===== src/rtl/brq_mem_arbiter.sv =====
// Arbitrates the brq instruction-fetch and data ports onto one req/gnt/rvalid memory port.
// Responses are routed back in order through a small owner-ID FIFO.
module brq_mem_arbiter #(
   parameter int unsigned MaxOutstanding = 2,
   parameter bit          DataPriority   = 1'b1
) (
   input  logic        clk_i,
   input  logic        rst_ni,
   input  logic        instr_req_i,
   output logic        instr_gnt_o,
   output logic        instr_rvalid_o,
   input  logic [31:0] instr_addr_i,
   output logic [31:0] instr_rdata_o,
   output logic        instr_err_o,
   input  logic        data_req_i,
   output logic        data_gnt_o,
   output logic        data_rvalid_o,
   input  logic        data_we_i,
   input  logic [3:0]  data_be_i,
   input  logic [31:0] data_addr_i,
   input  logic [31:0] data_wdata_i,
   output logic [31:0] data_rdata_o,
   output logic        data_err_o,
   output logic        mem_req_o,
   input  logic        mem_gnt_i,
   input  logic        mem_rvalid_i,
   output logic        mem_we_o,
   output logic [3:0]  mem_be_o,
   output logic [31:0] mem_addr_o,
   output logic [31:0] mem_wdata_o,
   input  logic [31:0] mem_rdata_i,
   input  logic        mem_err_i,
   output logic [2:0]  outstanding_o,
   output logic        spurious_rsp_o
);

   localparam logic [2:0] MaxCnt  = 3'(MaxOutstanding);
   localparam logic [1:0] LastPtr = 2'(MaxOutstanding - 1);

   logic [2:0] count_q, count_d;
   logic [1:0] wr_ptr_q, wr_ptr_d;
   logic [1:0] rd_ptr_q, rd_ptr_d;
   logic [3:0] owner_q, owner_d;
   logic       lock_q, lock_d;
   logic       lock_data_q, lock_data_d;
   logic       last_data_q, last_data_d;

   logic full, empty, owner_req, sel_data, sel_req, push, pop, head_data;

   function automatic logic [1:0] ptr_inc(input logic [1:0] p);
      return (p == LastPtr) ? 2'd0 : p + 2'd1;
   endfunction

   always_comb begin
      full      = (count_q == MaxCnt);
      empty     = (count_q == 3'd0);
      owner_req = lock_data_q ? data_req_i : instr_req_i;

      // A lock whose owner dropped its request is ignored, so selection falls back to normal.
      if (lock_q && owner_req) begin
         sel_data = lock_data_q;
      end else if (DataPriority) begin
         sel_data = data_req_i;
      end else if (instr_req_i && data_req_i) begin
         sel_data = !last_data_q;
      end else begin
         sel_data = data_req_i;
      end

      sel_req     = sel_data ? data_req_i : instr_req_i;
      mem_req_o   = !full && sel_req;
      mem_we_o    = sel_data ? data_we_i    : 1'b0;
      mem_be_o    = sel_data ? data_be_i    : 4'hF;
      mem_addr_o  = sel_data ? data_addr_i  : instr_addr_i;
      mem_wdata_o = sel_data ? data_wdata_i : 32'h0;

      push        = mem_req_o && mem_gnt_i;
      pop         = mem_rvalid_i && !empty;
      instr_gnt_o = push && !sel_data;
      data_gnt_o  = push && sel_data;

      head_data      = owner_q[rd_ptr_q];
      instr_rvalid_o = pop && !head_data;
      data_rvalid_o  = pop && head_data;
      instr_rdata_o  = mem_rdata_i;
      data_rdata_o   = mem_rdata_i;
      instr_err_o    = mem_err_i;
      data_err_o     = mem_err_i;
      spurious_rsp_o = mem_rvalid_i && empty;
      outstanding_o  = count_q;
   end

   always_comb begin
      owner_d  = owner_q;
      wr_ptr_d = wr_ptr_q;
      rd_ptr_d = rd_ptr_q;
      count_d  = count_q;
      if (push) begin
         owner_d[wr_ptr_q] = sel_data;
         wr_ptr_d          = ptr_inc(wr_ptr_q);
      end
      if (pop) begin
         rd_ptr_d = ptr_inc(rd_ptr_q);
      end
      unique case ({push, pop})
         2'b10:   count_d = count_q + 3'd1;
         2'b01:   count_d = count_q - 3'd1;
         default: count_d = count_q;
      endcase

      // Hold the selection while the host stalls so req/addr stay stable until grant.
      lock_d      = mem_req_o && !mem_gnt_i;
      lock_data_d = lock_d ? sel_data : lock_data_q;
      last_data_d = push ? sel_data : last_data_q;
   end

   always_ff @(posedge clk_i or negedge rst_ni) begin
      if (!rst_ni) begin
         count_q     <= 3'd0;
         wr_ptr_q    <= 2'd0;
         rd_ptr_q    <= 2'd0;
         owner_q     <= 4'd0;
         lock_q      <= 1'b0;
         lock_data_q <= 1'b0;
         last_data_q <= 1'b1;
      end else begin
         count_q     <= count_d;
         wr_ptr_q    <= wr_ptr_d;
         rd_ptr_q    <= rd_ptr_d;
         owner_q     <= owner_d;
         lock_q      <= lock_d;
         lock_data_q <= lock_data_d;
         last_data_q <= last_data_d;
      end
   end

   a_count_bound: assert property (@(posedge clk_i) disable iff (!rst_ni)
      count_q <= MaxCnt);
   a_gnt_onehot: assert property (@(posedge clk_i) disable iff (!rst_ni)
      !(instr_gnt_o && data_gnt_o));
   a_rvalid_onehot: assert property (@(posedge clk_i) disable iff (!rst_ni)
      !(instr_rvalid_o && data_rvalid_o));
   a_lock_owner_holds_req: assert property (@(posedge clk_i) disable iff (!rst_ni)
      lock_q |-> owner_req);

endmodule


===== config.mk =====
export PLATFORM = sky130hd
export DESIGN_NAME = brq_mem_arbiter
export DESIGN_NICKNAME = d
export VERILOG_FILES = /design/src/rtl/brq_mem_arbiter.sv
export SDC_FILE = /design/constraint.sdc
export NUM_CORES = 1
export LEC_CHECK = 0
export BUFFER_PORTS_ARGS = -buffer_cell sky130_fd_sc_hd__buf_2
export CORE_AREA = 4 4 109 111
export CTS_BUF_LIST = sky130_fd_sc_hd__clkbuf_16
export DETAILED_ROUTE_END_ITERATION = 16
export DIE_AREA = 0 0 113 115
export PLACE_DENSITY_LB_ADDON = 0.15
export SYNTH_ARGS = -nofsm -noshare
export SYNTH_HDL_FRONTEND = slang
export SYNTH_SLANG_ARGS = --single-unit
export TNS_END_PERCENT = 100

===== constraint.sdc =====
create_clock -name clk_i -period 2.88 [get_ports clk_i]
set_input_delay 0 -clock clk_i [delete_from_list [all_inputs] [get_ports clk_i]]
set_output_delay 0 -clock clk_i [all_outputs]
set_load 0.02 [all_outputs]

Yosys cells after proc, flatten, opt, wreduce, memory -nomap -nowiden
Index checks and enable logic that the tools add are counted.
W data, S select, Z words.
{"block": "totals", "mem_bits_rw": 0, "rom_bits": 0, "in_bits": 140, "regBits": 13, "latch_bits": 0, "n_memories": 0, "output_inout_bits": 144, "elab_cells": 51}
{"block": "classes", "n_mul": 0, "muxes": 15, "n_addsub": 4, "n_shift": 0, "eq_ne": 5, "div": 0, "n_reduce_logical": 18, "bitwise_logic": 0, "n_lt_le_gt_ge": 3}
{"op": "$mux W32", "n": 2}
{"op": "$logic_and A1 B1 Y1", "n": 11}
{"op": "$eq A2 B1 Y1 const B", "n": 3}
{"op": "$lt A2 B3 Y1 const B", "n": 2}
{"op": "$mux W1", "n": 6}
{"op": "$pmux W3 S2", "n": 1}
{"op": "$logic_not A1 Y1", "n": 5}
{"op": "$add A2 B1 Y2 const B", "n": 2}
{"op": "$bwmux W4", "n": 1}
{"op": "$mux W2", "n": 2}
{"op": "$mux W4", "n": 1}
{"op": "$add A3 B1 Y3 const B", "n": 1}
{"op": "$eq A3 B2 Y1 const B", "n": 1}
{"op": "$logic_not A3 Y1", "n": 1}
{"op": "$sub A3 B1 Y3 const B", "n": 1}
{"op": "$bmux W1 S2", "n": 1}
{"op": "$demux W1 S2", "n": 1}
{"op": "$eq A2 B2 Y1 const B", "n": 1}
{"op": "$ge A2 B1 Y1 const B", "n": 1}
{"op": "$reduce_bool A2 Y1", "n": 1}

Longest topological paths before layout
Gate-level depths: netlist of run 1.
{"block": "depth", "ltp_word": 8, "depth_mapped": 9}

Least setup slack after synthesis of run 1
No wires, ideal clock.
{"block": "synth_path", "kind": "flip-flop to flip-flop", "start": "reg count_q[2] (netlist: outstanding_o[2])", "end": "reg count_q[2] (netlist: outstanding_o[2])", "slack_ns": 0.726, "n_path_buf": 1, "arrival_time_ns": 2.074, "path_stages_with_launch": 10, "required_ns": 2.800, "synth_period_minus_slack_ns": 2.154, "path_cell_list": "dfrtp_1 nor3b_2 or2_1 buf_6 ha_1 inv_1 fa_1 xor2_1 nor2_1 xor2_1"}
{"block": "synth_via", "elab_chain_len": 6, "elab_cells_between_ends": 13, "cone_classes": "add/sub: 2; eq/ne: 3; mux: 1; reduce/logical: 7"}
{"element": "from (decl)", "line_no": "40", "source": "logic [2:0] count_q, count_d;"}
{"element": "from (signal assigned)", "line_no": "127", "source": "count_q <= count_d;"}
{"element": "$eq A3 B2 Y1", "line_no": "55", "source": "full = (count_q == MaxCnt);"}
{"element": "$logic_not A1 Y1", "line_no": "71", "source": "mem_req_o = !full && sel_req;"}
{"element": "$logic_and A1 B1 Y1", "line_no": "71"}
{"element": "$logic_and A1 B1 Y1", "line_no": "77", "source": "push = mem_req_o && mem_gnt_i;"}
{"element": "$eq A2 B1 Y1 / $eq A2 B2 Y1 (equally long branches)", "line_no": "105", "source": "unique case ({push, pop})"}
{"element": "$pmux W3 S2 / $reduce_bool A2 Y1 (equally long branches)"}
Parallel ways exist; a longest one is shown, timed or not.
A chain may end at the register's enable or synchronous reset.

Final worst setup path of run 1
Ends and elaborated chain as after synthesis.

==> summary.txt, run 1 <==
CLOCK TREE
---------------------------------------------------------------------------------
TritonCTS buffer count .............................................            3
Number of sinks handled by clock tree synthesis ....................           13
CTS tree ...........................................................          yes
H-tree levels ......................................................            1
Clock slew at reported path FFs ....................................        40 ps
CTS root buf ....................................................... sky130_fd_sc_hd__clkbuf_16
Cells resized by post-CTS repair ...................................            0
Count of buffers added by post-CTS timing repair for setup .........            0
Clock latency reported for the late side of the worst-skew pair ....       240 ps
Maximum root-to-sink buffer count ..................................            2

STA
---------------------------------------------------------------------------------
RSZ-0062 raised after global routing ...............................        false
Final worst path period need .......................................      2400 ps
Hold Violations, Final .............................................            0
Max frequency ......................................................    0.417 GHz
Final period util ..................................................        0.833
Worst-Margin Slew ..................................................       938 ps
Worst max-slew margin expressed relative to the limit ..............        0.375
Final count of negative-setup-slack endpoints ......................            0
Layout Skew ........................................................      2.38 ps
Total negative slack for setup checks ..............................         0 ps
Count of final max-slew check failures .............................            0

POWER AND IR DROP
---------------------------------------------------------------------------------
PD cells ...........................................................  545 nW/um^2
VDD IR-drop max ....................................................     0.394 mV
Reported leakage power .............................................      1.45 nW

ROUTE
---------------------------------------------------------------------------------
Ratio of routed vias to standard cells .............................         3.74
Number of vias after detailed routing ..............................         1708
Remaining antenna violation count after routing ....................            0
Post-route DRC .....................................................            0
Avg WL per Cell ....................................................      15.1 um
DRT iter0 DRCs .....................................................           51
Aggregate routed wire length .......................................      6880 um
Number of iterations in the first detailed-routing pass ............            4

GLOBAL ROUTING
---------------------------------------------------------------------------------
Via count of the first global-routing pass .........................         1755
First-pass GRT wire length .........................................      9750 um
Pin count of the biggest net entering global routing ...............           68
Number of antenna violations at the first check in global routing ..            1
Total global routing overflow ......................................            0
Global Route Usage Sum .............................................       0.0930

SETUP PATH
---------------------------------------------------------------------------------
Origin of the critical flop-to-flop path ........................... outstanding_o[2]$_DFFE_PN0P_
CP Capture Type ....................................................     register
Buffers plus inverters on the worst setup path .....................            1
Biggest cell delay along the critical path .........................       430 ps
Capture point of the critical path ................................. outstanding_o[2]$_DFFE_PN0P_
Worst endpoint required time .......................................      3040 ps
Internal reg-to-reg setup slack ....................................       480 ps
Number of cells on the worst reg-to-reg path .......................            8
Cell Chain, Critical Path .......................................... nor3b_2 > or2_1 > ha_1 > inv_1 > fa_1 > xor2_1 > nor2_1 > xor2_1
Worst endpoint data arrival time ...................................      2560 ps
Standard cell with the maximum stage delay on the critical path .... sky130_fd_sc_hd__nor3b_2
Top Family by Delay on Critical Path ............................... simple AND/OR/NAND/NOR gates
Kind of start point of the critical path ...........................     register
Critical Path Start ................................................ outstanding_o[2]$_DFFE_PN0P_
Category of the critical setup timing path .........................   reg -> reg
Number of stages on the worst setup path ...........................            8
Top fanout value on the critical path ..............................            7
Critical Path Most Common Cell ..................................... sky130_fd_sc_hd__xor2_1
R2R Path End ....................................................... outstanding_o[2]$_DFFE_PN0P_

SYNTH
---------------------------------------------------------------------------------
Synthesized cell area ..............................................    1960 um^2
Xor/xnor cell area share of the yosys netlist ......................       0.0223
Flip-flop cell with the highest count after synthesis .............. sky130_fd_sc_hd__dfrtp_1
Yosys top cell area share ..........................................        0.252
Total of warnings raised by yosys ..................................            0
Adder and majority cell fraction of the synthesized area ...........       0.0166
Cells after Synth ..................................................          201
Part of the Yosys area used for sequential elements ................        0.166
Post-synthesis sequential element count ............................           13
Library cell occupying the most area in the post-synthesis netlist . sky130_fd_sc_hd__buf_4
Avg Inst Size Synth ................................................    9.77 um^2
Count of flip-flops with a built-in enable after synthesis .........            0
Largest family of logic cells by synthesized area .................. buffers and inverters
Net count after synthesis ..........................................          343
Area share of and/or/nand/nor cells after synthesis ................        0.165
Multiplexer share of the synthesized area ..........................        0.273
Count leader, synth ................................................ sky130_fd_sc_hd__buf_4
Share of synthesized flip-flops with an asynchronous set or reset ..         1.00
Top area cells in the synthesized netlist .......................... sky130_fd_sc_hd__buf_4 (25%), sky130_fd_sc_hd__mux2_4 (22%), sky130_fd_sc_hd__dfrtp_1 (17%), sky130_fd_sc_hd__and2_1 (11%), sky130_fd_sc_hd__mux2_2 (3.4%)
Compound-gate portion of the synthesized area ......................       0.0433
Top post-synthesis cells by count .................................. sky130_fd_sc_hd__buf_4 (66), sky130_fd_sc_hd__and2_1 (35), sky130_fd_sc_hd__mux2_4 (29)
Netlist cell types .................................................           32

HOLD PATH
---------------------------------------------------------------------------------
Tightest Hold Check Type ...........................................    in -> out
Startpoint of the tightest hold check path ......................... mem_rdata_i[13]

FLOORPLAN
---------------------------------------------------------------------------------
Horizontal die dimension ...........................................       113 um
Chip height ........................................................       115 um
Effective utilization at floorplan .................................        0.182
Core footprint .....................................................   10800 um^2
IO Count ...........................................................          284
Die ar. ............................................................   13000 um^2
Row count ..........................................................           38

FLOW RUN
---------------------------------------------------------------------------------
Total of max-cap violations ........................................            0

CELLS AND AREA
---------------------------------------------------------------------------------
Register area ......................................................     325 um^2
Final standard cell count with taps included and fillers excluded ..          457
Antenna cell count .................................................            0
Final-stage net count ..............................................          460
Multi-input gate area ..............................................    1030 um^2
Fillers ............................................................         1194
Layout overhead on the synthesized area ............................        31.5%
Fraction of final layout cells sized beyond drive strength 1 .......        0.722

PLACED DESIGN
---------------------------------------------------------------------------------
Estimated wirelength of the detail-placed design ...................      5910 um
Routability-driven placement congestion ratio ......................        0.742
Number of cells in the design after placement ......................          451
Number of buffer cells added on primary ports ......................          184

STATUS
---------------------------------------------------------------------------------
Result of the run ..................................................    completed

[per-layer routing]
| layer | up-vias | routed length (um) | track usage |
|---|---|---|---|
| met5 | - | 13 | 0 |
| met4 | 2 | 25 | 0.0152 |
| met3 | 6 | 1020 | 0.0474 |
| met2 | 140 | 3230 | 0.154 |
| met1 | 740 | 2590 | 0.111 |
| li1 | 820 | - | - |
[power by group]
| part | total [W] | leakage, nW | switching (W) | internal (W) |
|---|---|---|---|---|
| Sequential | 0.000337 | 0.160 | 0.0000766 | 0.000260 |
| Combinational | 0.000818 | 1.25 | 0.000432 | 0.000385 |
| Clock | 0.000254 | 0.0423 | 0.0000714 | 0.000183 |
| Total | 0.00141 | 1.45 | 0.000581 | 0.000828 |
[repair_timing]
| action | CTS | global route |
|---|---|---|
| hold endpoints to repair | 15 | 0 |
| hold buffers | 2 | 0 |
| setup endpoints to repair | 0 | 0 |
[placed cells by master (no fill, tap or decap), types with 3 or more instances in the layout]
master	count
sky130_fd_sc_hd__nor2_1	6
sky130_fd_sc_hd__mux2_2	6
sky130_fd_sc_hd__xnor2_1	3
sky130_fd_sc_hd__nand2b_1	5
sky130_fd_sc_hd__mux2_4	29
sky130_fd_sc_hd__buf_2	184
sky130_fd_sc_hd__clkbuf_16	3
sky130_fd_sc_hd__inv_1	6
sky130_fd_sc_hd__dfrtp_1	13
sky130_fd_sc_hd__and2_1	35
[worst min path at each step]
stage | cells past startpoint | to
after global routing | 0 | instr_rdata_o[7]
after global placement | 1 | lock_data_q$_DFFE_PN0P_
final | 0 | data_rdata_o[13]
after detailed placement | 1 | lock_q$_DFF_PN0_
after floorplan | 0 | lock_data_q$_DFFE_PN0P_
after CTS | 0 | data_rdata_o[25]
[cells by family after synthesis]
kind of cell	count (synthesis)
compound gates	9
xor+xnor	5
fa+ha+maj	2
buf+inv	81
flops	13
mux	37
simple gates	54
[stage by stage]
stage | util | total power, W | instance area [um^2] | hold slack (ps) | setup WS [ps]
6_report | 0.239 | 0.00141 | 2580 | 0.0221 | 482
5_1_grt | 0.239 | 0.00151 | 2580 | 0.177 | 359
4_1_cts | 0.239 | 0.00143 | 2580 | 0.200 | 454
3_5_place_dp | 0.230 | 0.00116 | 2480 | -87.2 | 487
3_3_place_gp | 0.230 | 0.00117 | 2480 | -78.9 | 560
2_1_floorplan | - | 0.00105 | 1960 | -296 | 726
[state kept, by name, indices dropped and copies added (netlist names)]
| register | cells |
|---|---|
| lock_data_q | 1 |
| lock_q | 1 |
| outstanding_o | 3 |
| owner_q | 4 |
| rd_ptr_q | 2 |
| wr_ptr_q | 2 |
[cell type report]
cell class / count / share of cell area
Multi-Input combinational cell: 107 / 0.398
Timing Repair Buffer: 188 / 0.370
Sequential cell: 13 / 0.126
Tap cell: 140 / 0.0678
Clock buffer: 3 / 0.0291
Inverter: 5 / 0.00727
Clock inverter: 1 / 0.00145
No activity file was read; power rests on OpenSTA's default activity.
==> run 2, diff against run 1 <==
Clock period 2.88 ns to 2.35 ns, I/O delays scaled along.
==> summary.txt, run 2 (synthesis results as in run 1) <==
CELLS AND AREA
--------------------------------------------------------------------------------
Final standard cell count with taps included and fillers excluded .          457   unchanged
Antenna cell count ................................................            0   unchanged
Most frequent cells in the layout ................................. sky130_fd_sc_hd__buf_2 (184), sky130_fd_sc_hd__and2_1 (35), sky130_fd_sc_hd__mux2_4 (29)
Commonest non-fill, non-tap cell in the layout .................... sky130_fd_sc_hd__buf_2
Fraction of final layout cells sized beyond drive strength 1 ......        0.722   unchanged
Multi-input gate area .............................................    1030 um^2   unchanged
Layout overhead on the synthesized area ...........................        32.1%
Final-stage net count .............................................          460   unchanged
Largest register by flop count ....................................      owner_q
Fillers ...........................................................         1184   -0.84%
Number of flip-flops under the largest register name ..............            4   unchanged
Register area .....................................................     325 um^2   unchanged

CLOCK TREE
--------------------------------------------------------------------------------
Clock slew at reported path FFs ...................................        40 ps   about the same
Maximum root-to-sink buffer count .................................            2   unchanged
TritonCTS buffer count ............................................            3   unchanged
Clock latency reported for the late side of the worst-skew pair ...       240 ps   about the same
Cells resized by post-CTS repair ..................................            0   unchanged
CTS root buf ...................................................... sky130_fd_sc_hd__clkbuf_16
Number of sinks handled by clock tree synthesis ...................           13   unchanged
H-tree levels .....................................................            1   unchanged
CTS tree ..........................................................          yes

ROUTE
--------------------------------------------------------------------------------
Post-route DRC ....................................................            0   unchanged
Aggregate routed wire length ......................................      6790 um   -1.4%
Remaining antenna violation count after routing ...................            0   unchanged
DRT iter0 DRCs ....................................................           47   -7.8%
Number of vias after detailed routing .............................         1749   +2.4%
Avg WL per Cell ...................................................      14.9 um   -1.4%
Ratio of routed vias to standard cells ............................         3.83   +2.4%
Number of iterations in the first detailed-routing pass ...........            4   unchanged

STATUS
--------------------------------------------------------------------------------
Result of the run .................................................    completed

SETUP PATH
--------------------------------------------------------------------------------
Number of cells on the worst reg-to-reg path ......................            8   unchanged
Biggest cell delay along the critical path ........................       430 ps   about the same
Kind of start point of the critical path ..........................     register
Cell Chain, Critical Path ......................................... nor3b_2 > or2_1 > ha_1 > inv_1 > fa_1 > xor2_1 > nor2_1 > xor2_1
Critical Path Most Common Cell .................................... sky130_fd_sc_hd__xor2_1
R2R Path End ...................................................... outstanding_o[2]$_DFFE_PN0P_
Worst endpoint data arrival time ..................................      2300 ps   -260 ps
Internal reg-to-reg setup slack ...................................       210 ps   -270 ps
Buffers plus inverters on the worst setup path ....................            1   unchanged
Top Family by Delay on Critical Path .............................. simple AND/OR/NAND/NOR gates
Category of the critical setup timing path ........................   reg -> reg
Top fanout value on the critical path .............................            7   unchanged
Origin of the critical flop-to-flop path .......................... outstanding_o[0]$_DFFE_PN0P_
Standard cell with the maximum stage delay on the critical path ... sky130_fd_sc_hd__dfrtp_1
CP Capture Type ...................................................     register
Worst endpoint required time ......................................      2520 ps   -520 ps

HOLD PATH
--------------------------------------------------------------------------------
Hold Crit Endpoint ................................................ data_rdata_o[13]
Tightest Hold Check Type ..........................................    in -> out
Hold Path Stages ..................................................            0   unchanged
Startpoint of the tightest hold check path ........................ mem_rdata_i[13]

FLOORPLAN
--------------------------------------------------------------------------------
IO Count ..........................................................          284   unchanged
Die ar. ...........................................................   13000 um^2   unchanged
Horizontal die dimension ..........................................       113 um   unchanged
Core footprint ....................................................   10800 um^2   unchanged
Effective utilization at floorplan ................................        0.182   unchanged
Chip height .......................................................       115 um   unchanged
Row count .........................................................           38   unchanged

POWER AND IR DROP
--------------------------------------------------------------------------------
Reported leakage power ............................................      1.45 nW   +0.28%
VDD IR-drop max ...................................................     0.548 mV   +39%
PD cells ..........................................................  667 nW/um^2   +22%

GLOBAL ROUTING
--------------------------------------------------------------------------------
Number of antenna violations at the first check in global routing .            1   unchanged
Via count of the first global-routing pass ........................         1725   -1.7%
Total global routing overflow .....................................            0   unchanged
First-pass GRT wire length ........................................      9520 um   -2.3%
Pin count of the biggest net entering global routing ..............           38   -44%
Global Route Usage Sum ............................................       0.0911   -0.00190

STA
--------------------------------------------------------------------------------
RSZ-0062 raised after global routing ..............................        false
Layout Skew .......................................................      3.35 ps   +0.965 ps
Max frequency .....................................................    0.468 GHz   +12%
Final worst path period need ......................................      2140 ps   -262 ps
Final count of negative-setup-slack endpoints .....................            0   unchanged
Hold Violations, Final ............................................            0   unchanged
Worst max-slew margin expressed relative to the limit .............        0.567   +0.193
Worst-Margin Slew .................................................       642 ps   -296 ps
Final period util .................................................        0.909   +0.0765
Count of final max-slew check failures ............................            0   unchanged
Total negative slack for setup checks .............................         0 ps   unchanged

PLACED DESIGN
--------------------------------------------------------------------------------
Number of cells in the design after placement .....................          451   unchanged
Estimated wirelength of the detail-placed design ..................      5860 um   -0.79%
Number of buffer cells added on primary ports .....................          184   unchanged
Routability-driven placement congestion ratio .....................        0.732   -1.3%

FLOW RUN
--------------------------------------------------------------------------------
Total of max-cap violations .......................................            0   unchanged

==> run 2: what timing repair did <==
action,4_1_cts,5_1_grt
hold endpoints to repair,15,0
buffers inserted,0,0
hold buffers,2,0
==> run 2: stage by stage <==
step	util	cell area, um^2	total power, W	hold slack [ps]	setup WS [ps]
6_report	0.240	2590	0.00173	0.0480	214
5_1_grt	0.240	2590	0.00185	0.177	79.8
4_1_cts	0.240	2590	0.00176	0.200	197
3_5_place_dp	0.231	2500	0.00143	-90.9	221
3_3_place_gp	0.231	2500	0.00143	-86.1	253
2_1_floorplan	-	1960	0.00128	-296	196
==> run 2: metal layers <==
layer  wire length, um  vias to the layer above  global-route usage
met3              1050                        8              0.0495
met4                47                        2              0.0200
li1                  -                      817                   -
met2              3270                      145               0.150
met1              2410                      777               0.105
met5                13                        -                   0
==> run 2: final cells by class <==
class / instances / area share
Tap cell: 140 / 0.0675
Sequential cell: 13 / 0.125
Clock buffer: 3 / 0.0289
Timing Repair Buffer: 188 / 0.373
Multi-Input combinational cell: 107 / 0.396
Clock inverter: 1 / 0.00145
Inverter: 5 / 0.00723
==> run 2: worst max-delay path by stage <==
stage / from / endpoint / slack, ps / cells past startpoint
after CTS: outstanding_o[0]$_DFFE_PN0P_ / outstanding_o[2]$_DFFE_PN0P_ / 200 / 8
after global placement: outstanding_o[2]$_DFFE_PN0P_ / outstanding_o[2]$_DFFE_PN0P_ / 250 / 8
final: outstanding_o[0]$_DFFE_PN0P_ / outstanding_o[2]$_DFFE_PN0P_ / 210 / 8
after global routing: outstanding_o[0]$_DFFE_PN0P_ / outstanding_o[2]$_DFFE_PN0P_ / 80 / 8
after floorplan: outstanding_o[2]$_DFFE_PN0P_ / outstanding_o[2]$_DFFE_PN0P_ / 200 / 9
after detailed placement: outstanding_o[0]$_DFFE_PN0P_ / outstanding_o[2]$_DFFE_PN0P_ / 220 / 8
==> run 2: where the power goes <==
group,internal (W),switching (W),total (W)
sequential,0.000318,0.0000919,0.000410
clock,0.000224,0.0000948,0.000319
combinational,0.000476,0.000525,0.00100
total,0.00102,0.000711,0.00173
